**src/rtl/q_flop_pipe.sv**
```systemverilog
// rtl/q_flop_pipe.sv - multi-bit Q-flop resolver with four-phase handshake and output buffer
//
// Purpose:
//   Resolves a WIDTH-bit word from an asynchronous four-phase producer into the
//   clk domain. A word is accepted when the sampled value stays unchanged for
//   SETTLE consecutive edges, or force-resolved after MAX_WAIT edges. Resolved
//   words land in a DEPTH-entry circular buffer drained with valid/ready.
//
// Ports:
//   clk         in   rising-edge clock
//   rst         in   asynchronous active-low reset
//   in_req      in   four-phase request from the producer
//   in_data     in   producer data word, held until in_ack rises
//   in_ack      out  four-phase acknowledge (high while in ACK_WAIT)
//   out_data    out  head-of-buffer word, 0 when empty
//   out_forced  out  head word was force-resolved, 0 when empty
//   out_valid   out  buffer non-empty
//   out_ready   in   consumer takes the head word when out_valid is high
//
// Optional feature (macro Q_FLOP_STATUS_EN):
//   forced_cnt  out  saturating count of forced resolutions
//   level       out  current buffer occupancy

module q_flop_pipe #(
    parameter int WIDTH    = 8,
    parameter int DEPTH    = 4,
    parameter int SETTLE   = 2,
    parameter int MAX_WAIT = 8
) (
    input  logic                     clk,
    input  logic                     rst,
    input  logic                     in_req,
    input  logic [WIDTH-1:0]         in_data,
    output logic                     in_ack,
    output logic [WIDTH-1:0]         out_data,
    output logic                     out_forced,
    output logic                     out_valid,
    input  logic                     out_ready
`ifdef Q_FLOP_STATUS_EN
    ,
    output logic [15:0]              forced_cnt,
    output logic [$clog2(DEPTH):0]   level
`endif
);

    localparam int PW = $clog2(DEPTH);
    localparam int SW = $clog2(SETTLE + 1);
    localparam int WW = $clog2(MAX_WAIT + 1);

    localparam logic [1:0] ST_IDLE     = 2'd0;
    localparam logic [1:0] ST_RESOLVE  = 2'd1;
    localparam logic [1:0] ST_ACK_WAIT = 2'd2;

    // Counter values that mark the final RESOLVE edge for each condition:
    // the edge where the incremented counter would reach its limit.
    localparam logic [SW-1:0] STAB_LAST = SW'(SETTLE - 1);
    localparam logic [SW-1:0] STAB_ONE  = SW'(1);
    localparam logic [WW-1:0] WAIT_LAST = WW'(MAX_WAIT - 1);
    localparam logic [WW-1:0] WAIT_ONE  = WW'(1);
    localparam logic [PW:0]   PTR_ONE   = (PW + 1)'(1);
    localparam logic [PW:0]   DEPTH_C   = (PW + 1)'(DEPTH);

    // ------------------------------------------------------------------
    // Resolver state
    // ------------------------------------------------------------------
    logic [1:0]       state_q, state_d;
    logic [WIDTH-1:0] shadow_q, shadow_d;
    logic [SW-1:0]    stab_q, stab_d;
    logic [WW-1:0]    wait_q, wait_d;

    // ------------------------------------------------------------------
    // Buffer state
    // ------------------------------------------------------------------
    logic [WIDTH:0]   mem_q [DEPTH];
    logic [PW:0]      wr_ptr_q, wr_ptr_d;
    logic [PW:0]      rd_ptr_q, rd_ptr_d;
    logic [PW:0]      count;
    logic             full;
    logic             empty;
    logic             push;
    logic             pop;
    logic             settle_hit;
    logic [WIDTH:0]   push_word;
    logic [WIDTH:0]   head_word;

    // Extra pointer bit distinguishes full from empty when indices match.
    assign count = wr_ptr_q - rd_ptr_q;
    assign full  = (count == DEPTH_C);
    assign empty = (wr_ptr_q == rd_ptr_q);
    assign pop   = out_valid && out_ready;

    // ------------------------------------------------------------------
    // Next-state logic
    // ------------------------------------------------------------------
    always_comb begin
        state_d    = state_q;
        shadow_d   = shadow_q;
        stab_d     = stab_q;
        wait_d     = wait_q;
        push       = 1'b0;
        push_word  = '0;
        settle_hit = 1'b0;

        case (state_q)
            ST_IDLE: begin
                // Occupancy is only checked here, so once a word is in
                // RESOLVE there is always a slot reserved for it.
                if (in_req && !full) begin
                    shadow_d = in_data;
                    stab_d   = '0;
                    wait_d   = '0;
                    state_d  = ST_RESOLVE;
                end
            end

            ST_RESOLVE: begin
                wait_d = wait_q + WAIT_ONE;
                if (in_data == shadow_q) begin
                    stab_d = stab_q + STAB_ONE;
                    if (stab_q == STAB_LAST) begin
                        settle_hit = 1'b1;
                    end
                end else begin
                    shadow_d = in_data;
                    stab_d   = '0;
                end

                // Settling wins over timeout when both land on one edge.
                if (settle_hit) begin
                    push      = 1'b1;
                    push_word = {1'b0, shadow_q};
                    state_d   = ST_ACK_WAIT;
                end else if (wait_q == WAIT_LAST) begin
                    // Forced word carries the most recent sample.
                    push      = 1'b1;
                    push_word = {1'b1, shadow_d};
                    state_d   = ST_ACK_WAIT;
                end
            end

            ST_ACK_WAIT: begin
                if (!in_req) begin
                    state_d = ST_IDLE;
                end
            end

            default: begin
                state_d = ST_IDLE;
            end
        endcase
    end

    always_comb begin
        wr_ptr_d = wr_ptr_q;
        rd_ptr_d = rd_ptr_q;
        if (push) begin
            wr_ptr_d = wr_ptr_q + PTR_ONE;
        end
        if (pop) begin
            rd_ptr_d = rd_ptr_q + PTR_ONE;
        end
    end

    // ------------------------------------------------------------------
    // Registers
    // ------------------------------------------------------------------
    always_ff @(posedge clk or negedge rst) begin
        if (!rst) begin
            state_q  <= ST_IDLE;
            shadow_q <= '0;
            stab_q   <= '0;
            wait_q   <= '0;
            wr_ptr_q <= '0;
            rd_ptr_q <= '0;
        end else begin
            state_q  <= state_d;
            shadow_q <= shadow_d;
            stab_q   <= stab_d;
            wait_q   <= wait_d;
            wr_ptr_q <= wr_ptr_d;
            rd_ptr_q <= rd_ptr_d;
        end
    end

    // Storage needs no reset: outputs are masked while the buffer is empty.
    always_ff @(posedge clk) begin
        if (push) begin
            mem_q[wr_ptr_q[PW-1:0]] <= push_word;
        end
    end

    // ------------------------------------------------------------------
    // Outputs
    // ------------------------------------------------------------------
    assign head_word  = mem_q[rd_ptr_q[PW-1:0]];
    assign in_ack     = (state_q == ST_ACK_WAIT);
    assign out_valid  = !empty;
    assign out_data   = empty ? '0 : head_word[WIDTH-1:0];
    assign out_forced = empty ? 1'b0 : head_word[WIDTH];

`ifdef Q_FLOP_STATUS_EN
    logic [15:0] forced_cnt_q, forced_cnt_d;

    always_comb begin
        forced_cnt_d = forced_cnt_q;
        if (push && push_word[WIDTH] && (forced_cnt_q != 16'hFFFF)) begin
            forced_cnt_d = forced_cnt_q + 16'd1;
        end
    end

    always_ff @(posedge clk or negedge rst) begin
        if (!rst) begin
            forced_cnt_q <= '0;
        end else begin
            forced_cnt_q <= forced_cnt_d;
        end
    end

    assign forced_cnt = forced_cnt_q;
    assign level      = count;
`endif

endmodule

```
**config.mk**
```make
export PLATFORM = sky130hd
export DESIGN_NAME = q_flop_pipe
export DESIGN_NICKNAME = d
export VERILOG_FILES = /design/src/rtl/q_flop_pipe.sv
export SDC_FILE = /design/constraint.sdc
export NUM_CORES = 1
export LEC_CHECK = 0
export CAP_MARGIN = 0
export CORE_MARGIN = 8
export CORE_UTILIZATION = 60
export DETAILED_ROUTE_END_ITERATION = 7
export PLACE_DENSITY = 0.81
export SETUP_SLACK_MARGIN = 0.4
export SLEW_MARGIN = 20
export SYNTH_ARGS = -nofsm -noshare
export SYNTH_HDL_FRONTEND = slang
export SYNTH_SLANG_ARGS = --single-unit
export TNS_END_PERCENT = 30
```
**constraint.sdc**
```tcl
create_clock -name clk -period 6.9 [get_ports clk]
set_input_delay 1.725 -clock clk [delete_from_list [all_inputs] [get_ports clk]]
set_output_delay 1.725 -clock clk [all_outputs]
set_load 0.05 [all_outputs]
```
Yosys cells after proc, flatten, opt, wreduce, memory -nomap -nowiden

Memory sizes are Yosys's and may differ from the RTL's.
Index checks and enable logic that the tools add are counted.

Register bits after elaboration: 22
Bits in writable memories: 36
Output and inout bits: 11
Word-level logic and storage cells: 56
Memories: 1

Memories:

| name  | depth | bits a word | rd ports | clocked after memory_dff | write ports | RTL line | RTL |
|---|---|---|---|---|---|---|---|
| mem_q | 4     | 9           | 1        | 0                        | 1           | 74       | `logic [WIDTH:0] mem_q [DEPTH];` |

$add $sub $neg: 5
Eq/ne operators: 10
Muxes and demuxes: 26
Reductions and logical operators: 8

Operators with widths:

| cell                                                             | count |
|---|---|
| 9-bit 2-to-1 mux                                                 | 3 |
| 8-bit 2-to-1 mux                                                 | 3 |
| 8-bit one-hot mux with 2 select lines                            | 1 |
| 2-bit 2-to-1 mux                                                 | 6 |
| 1-bit 2-to-1 mux                                                 | 9 |
| 8-bit == test                                                    | 1 |
| 4-bit one-hot mux with 2 select lines                            | 1 |
| 3-bit by 1-bit adder with 3-bit output (second input constant)   | 2 |
| 2-bit one-hot mux with 3 select lines                            | 1 |
| 4-bit by 1-bit adder with 4-bit output (second input constant)   | 1 |
| 2-bit by 1-bit == test with 1-bit output (second input constant) | 2 |
| 4-bit by 3-bit == test with 1-bit output (second input constant) | 1 |
| 4-bit 2-to-1 mux                                                 | 1 |
| 2-bit != test (second input constant)                            | 2 |
| 2-bit one-hot mux with 2 select lines                            | 1 |
| 3-bit == test                                                    | 1 |
| 3-bit == test (second input constant)                            | 1 |
| 3-bit != test (second input constant)                            | 1 |
| 3-bit AND reduction                                              | 1 |
| 3-bit subtractor                                                 | 1 |
| 2-bit by 1-bit adder with 2-bit output (second input constant)   | 1 |
| 2-bit == test (second input constant)                            | 1 |
| 1-bit logical AND                                                | 2 |
| 1-bit logical NOT                                                | 2 |
| other kinds (3)                                                  | 3 |

Depth between registers and ports, before layout

Word-level depth: 8
Depth in mapped cells: 8

Least setup slack after synthesis

No wires, ideal clock.

Path type: register to output
From: register rd_ptr_q[1]
To: output out_data[0]
Data arrival time: 2318 ps
Setup slack: 2857 ps
Cell stages (with the launch flop): 8
Path through: dfrtp_1 > clkbuf_1 > inv_1 > ha_1 > nand2_1 > or2_2 > clkbuf_1 > and2_1

Cells in the longest elaborated chain, start to end: 2

Ends and longest elaborated chain:

| element                                           | RTL line | RTL |
|---|---|---|
| from (decl)                                       | 76       | `logic [PW:0] rd_ptr_q, rd_ptr_d;` |
| from (signal assigned)                            | 181      | `rd_ptr_q <= rd_ptr_d;` |
| memory 4 x 9 bit or 3-bit == test (tied branches) | --       |  |
| 8-bit 2-to-1 mux *                                | 198      | `assign out_data = empty ? '0 : head_word[WIDTH-1:0];` |
| to (decl)                                         | 35       | `output logic [WIDTH-1:0] out_data,` |

Every way passes the cells marked *; elsewhere a longest branch is shown, timed or not.

Worst setup path after layout

From: register rd_ptr_q[0]
To: output out_data[2]

Same word-level chain as after synthesis.

==> impl_metrics.ini <==
[outcome]
run_status = finished clean

[layout]
final_cell_count_no_fill = 267
nNetsFinal = 232
area_growth_syn_to_layout_pct = 15.8
post_route_cells_drive_above_1_share = 0.158
antenna-diode-count = 0
layout.filler_cells = 289

[worst_setup_path]
critPathBufInv = 1
rr_endpoint = shadow_q[3]$_DFFE_PN0P_
critPathMaxStageDelay_ns = 0.81
worst-r2r-cell-count = 6
crit_required_ns = 5.18
maximum_fanout_along_the_worst_path = 12
timing.critical_path.max_delay_family = buffers and inverters
r2r_slack_ns = 4.53
timing.critical_path.from_type = flip-flop
crit-reg2reg-launch = rd_ptr_q[0]$_DFFE_PN0P_
timing.critical_path.cells = ha_1 > nand2_1 > or2_2 > and2_1 > clkdlybuf4s50_1
setup.worst_path.end_class = output port
data_arrival_critical_path_ns = 2.83
timing.setup.critical_path_class = reg -> out
slowest_stage = sky130_fd_sc_hd__clkdlybuf4s50_1

[power]
p_leak_nw = 1.15
net_switching_share_of_the_total_power = 0.402
power.share.clock = 0.190
power_frac_seq = 0.356
switching_power_mw = 0.585
pwr-share-comb = 0.454
power_density_nw_per_um2 = 468
max-vdd-ir-drop_mv = 0.230
internal_power_mw = 0.871

[die]
dieHeight_um = 83.0
boundaryPins = 23
initial_core_util = 0.622
die_width_um = 83.0
die_area_um2 = 6880
fp.coreArea_um2 = 4320
placementRows = 24

[flow_run]
max_cap_violations = 0

[clock_network]
cts_sinks = 58
clk_transition_reported_paths_ns = 0.06
htreeDepth = 3
cts.repair_timing.setup_buffer_count = 0
tritoncts = done
ctsLongestPathBuffers = 2
cts_root_buffer = sky130_fd_sc_hd__clkbuf_8
cts_repair_resize_count = 0
worst_skew_pair.late_latency_ns = 0.33
holdBufCountCts = 0
cts_buffer_count = 9

[logic_synthesis]
synth_mux_area_frac = 0.120
synthAdderAreaFrac = 0.0419
synth_top_cells_by_area = sky130_fd_sc_hd__edfxtp_1 (40%), sky130_fd_sc_hd__dfrtp_1 (20%), sky130_fd_sc_hd__mux4_2 (7.5%)
yosys.cell_types.count = 36
xor_and_xnor_area_share_after_synthesis = 0.0456
synth_top_cell_area_share = 0.402
postSynthRegisterBits = 58
yosys.area_share.simple = 0.0842
number_of_enable_type_register_cells_in_the_synthesized_netlist = 36
synth_flop_cell = sky130_fd_sc_hd__edfxtp_1
yosys_warnings = 0
synth_compound_gate_area_share = 0.0763
yosys.cell_count.top_type = sky130_fd_sc_hd__edfxtp_1
synth_top_cell_by_area = sky130_fd_sc_hd__edfxtp_1
synth_nets = 206
asyncSetResetFlopFracSynth = 0.379
postSynthAreaPerCell_um2 = 14.5
post_synthesis_cell_area_um2 = 2690
synthTopCellsByCount = sky130_fd_sc_hd__edfxtp_1 (36), sky130_fd_sc_hd__dfrtp_1 (22), sky130_fd_sc_hd__xnor2_1 (12)
synth_sequential_area_ratio = 0.607
synth_cells = 185
largest_family_of_logic_cells_by_synthesized_area = multiplexers

[timing]
clock.fmax_mhz = 220
report.final.hold_viol_count = 0
post-route-min-period_ns = 4.55
final.hold.worst_slack_ns = 0.493
final-setup-viol-count = 0
fin_crit_sh = 0.660
setup_repair_after_global_routing_missed_its_margin = false
max_slew_margin = 0.534
transition_time_of_the_tightest_slew_check_pin_ns = 0.699
clock-skew-final_ns = 0.00828
setup_total_negative_slack_ns = 0
report.final.slew_viol_count = 0

[route]
postRouteWirelength_mm = 4.86
drt_iter0_markers = 72
route.antenna.remaining_nets = 0
dr_total_vias = 1592
detail_route.first_pass.iterations = 4
drt-vias-per-instance = 5.96
routed_wire_length_per_instance_um = 18.2
detail_route.drc_violations = 0

[global_routing]
grt_use_total = 0.147
first_pass_grt_wire_length_mm = 7.98
vias_in_the_first_global_route = 1696
grt_max_degree = 23
global_route.overflow_total = 0
antenna_found_initial = 0

[worst_hold_path]
hold_path_depth = 1
min_to = wr_ptr_q[2]$_DFFE_PN0P_
hold_start = wr_ptr_q[2]$_DFFE_PN0P_
hold_path_class = reg -> reg

[placed_design]
place_hpwl_mm = 3.34
place.gp.congestion = 0.802
numPlacedInstances = 252
placement.io_buffers = 22
-- logic make-up after synthesis --
| kind of cell | count (synthesis) |
|---|---|
| simple gates | 43 |
| buf+inv | 17 |
| flops | 58 |
| fa+ha+maj | 9 |
| xor+xnor | 14 |
| compound gates | 24 |
| mux | 20 |
-- sequential cells by signal (all words and copies together), names as in the netlist --
| register | count |
|---|---|
| mem_q | 36 |
| rd_ptr_q | 3 |
| shadow_q | 8 |
| stab_q | 2 |
| state_q | 2 |
| wait_q | 4 |
| wr_ptr_q | 3 |
-- cells in the final DEF (no fill, tap or decap), drive strengths merged, types with 3 or more instances in the layout --
| master | n |
|---|---|
| a21oi | 3 |
| edfxtp | 36 |
| mux4 | 9 |
| o21ai | 5 |
| nand3 | 4 |
| clkbuf | 10 |
| ha | 9 |
| nand2 | 3 |
| clkinv | 4 |
| inv | 10 |
| clkdlybuf4s50 | 21 |
| a32oi | 8 |
| nor2 | 11 |
| and2 | 10 |
| xnor2 | 12 |
| mux2 | 9 |
| dfrtp | 22 |
| and3 | 5 |
-- area by class of cell --
class	count	area (µm²)	area share
well taps	52	65.1	0.0209
repair buffers	22	215	0.0691
clock buffers	10	128	0.0410
inverters	10	37.5	0.0121
flip-flops and latches	58	1630	0.524
multi-input cells	110	991	0.318
clock inverters	5	46.3	0.0149
-- routing by layer --
layer | share of wire | GRT usage | vias to the layer above
met1 | 0.42 | 0.160 | 786
met2 | 0.51 | 0.237 | 51
met5 | 0 | 0 | -
met3 | 0.054 | 0.0557 | 7
li1 | - | - | 748
met4 | 0.014 | 0.0911 | 0
-- stage by stage --
step / cell area, µm² / util / setup WS [ns] / total power, mW
finish: 3110 / 0.720 / 2.35 / 1.46
floorplan: 2690 / - / 2.86 / 1.00
global route: 3110 / 0.720 / 2.17 / 1.54
detailed placement: 2950 / 0.681 / 2.67 / 1.19
CTS: 3120 / 0.721 / 2.28 / 1.47
global placement: 2950 / 0.681 / 2.77 / 1.16
-- worst register-to-register path, stage by stage (launching register included) --
cell	delay, ns
sky130_fd_sc_hd__dfrtp_1	0.79
sky130_fd_sc_hd__ha_1	0.27
sky130_fd_sc_hd__nor2b_1	0.18
sky130_fd_sc_hd__xnor2_1	0.20
sky130_fd_sc_hd__o211ai_2	0.15
sky130_fd_sc_hd__a21oi_4	0.30
sky130_fd_sc_hd__mux2_2	0.37
-- worst max-delay path by stage --
stage,depth (start not counted),endpoint,slack [ns],from
2_1_floorplan,7,out_data[0],2.86,rd_ptr_q[1]$_DFFE_PN0P_
3_3_place_gp,5,out_data[6],2.77,rd_ptr_q[0]$_DFFE_PN0P_
3_5_place_dp,5,out_data[2],2.67,rd_ptr_q[0]$_DFFE_PN0P_
4_1_cts,5,out_data[2],2.28,rd_ptr_q[0]$_DFFE_PN0P_
5_1_grt,5,out_data[6],2.17,rd_ptr_q[0]$_DFFE_PN0P_
6_report,5,out_data[2],2.35,rd_ptr_q[0]$_DFFE_PN0P_
-- power by group through the flow --
| stage | clock [mW] | combinational (mW) | sequential, mW |
|---|---|---|---|
| 6_report | 0.277 | 0.661 | 0.519 |
| 5_1_grt | 0.298 | 0.711 | 0.529 |
| 3_5_place_dp | 0 | 0.660 | 0.526 |
| 4_1_cts | 0.283 | 0.667 | 0.519 |
| 3_3_place_gp | 0 | 0.640 | 0.518 |
| 2_1_floorplan | 0 | 0.519 | 0.482 |
(Power assumes the default switching activity.)
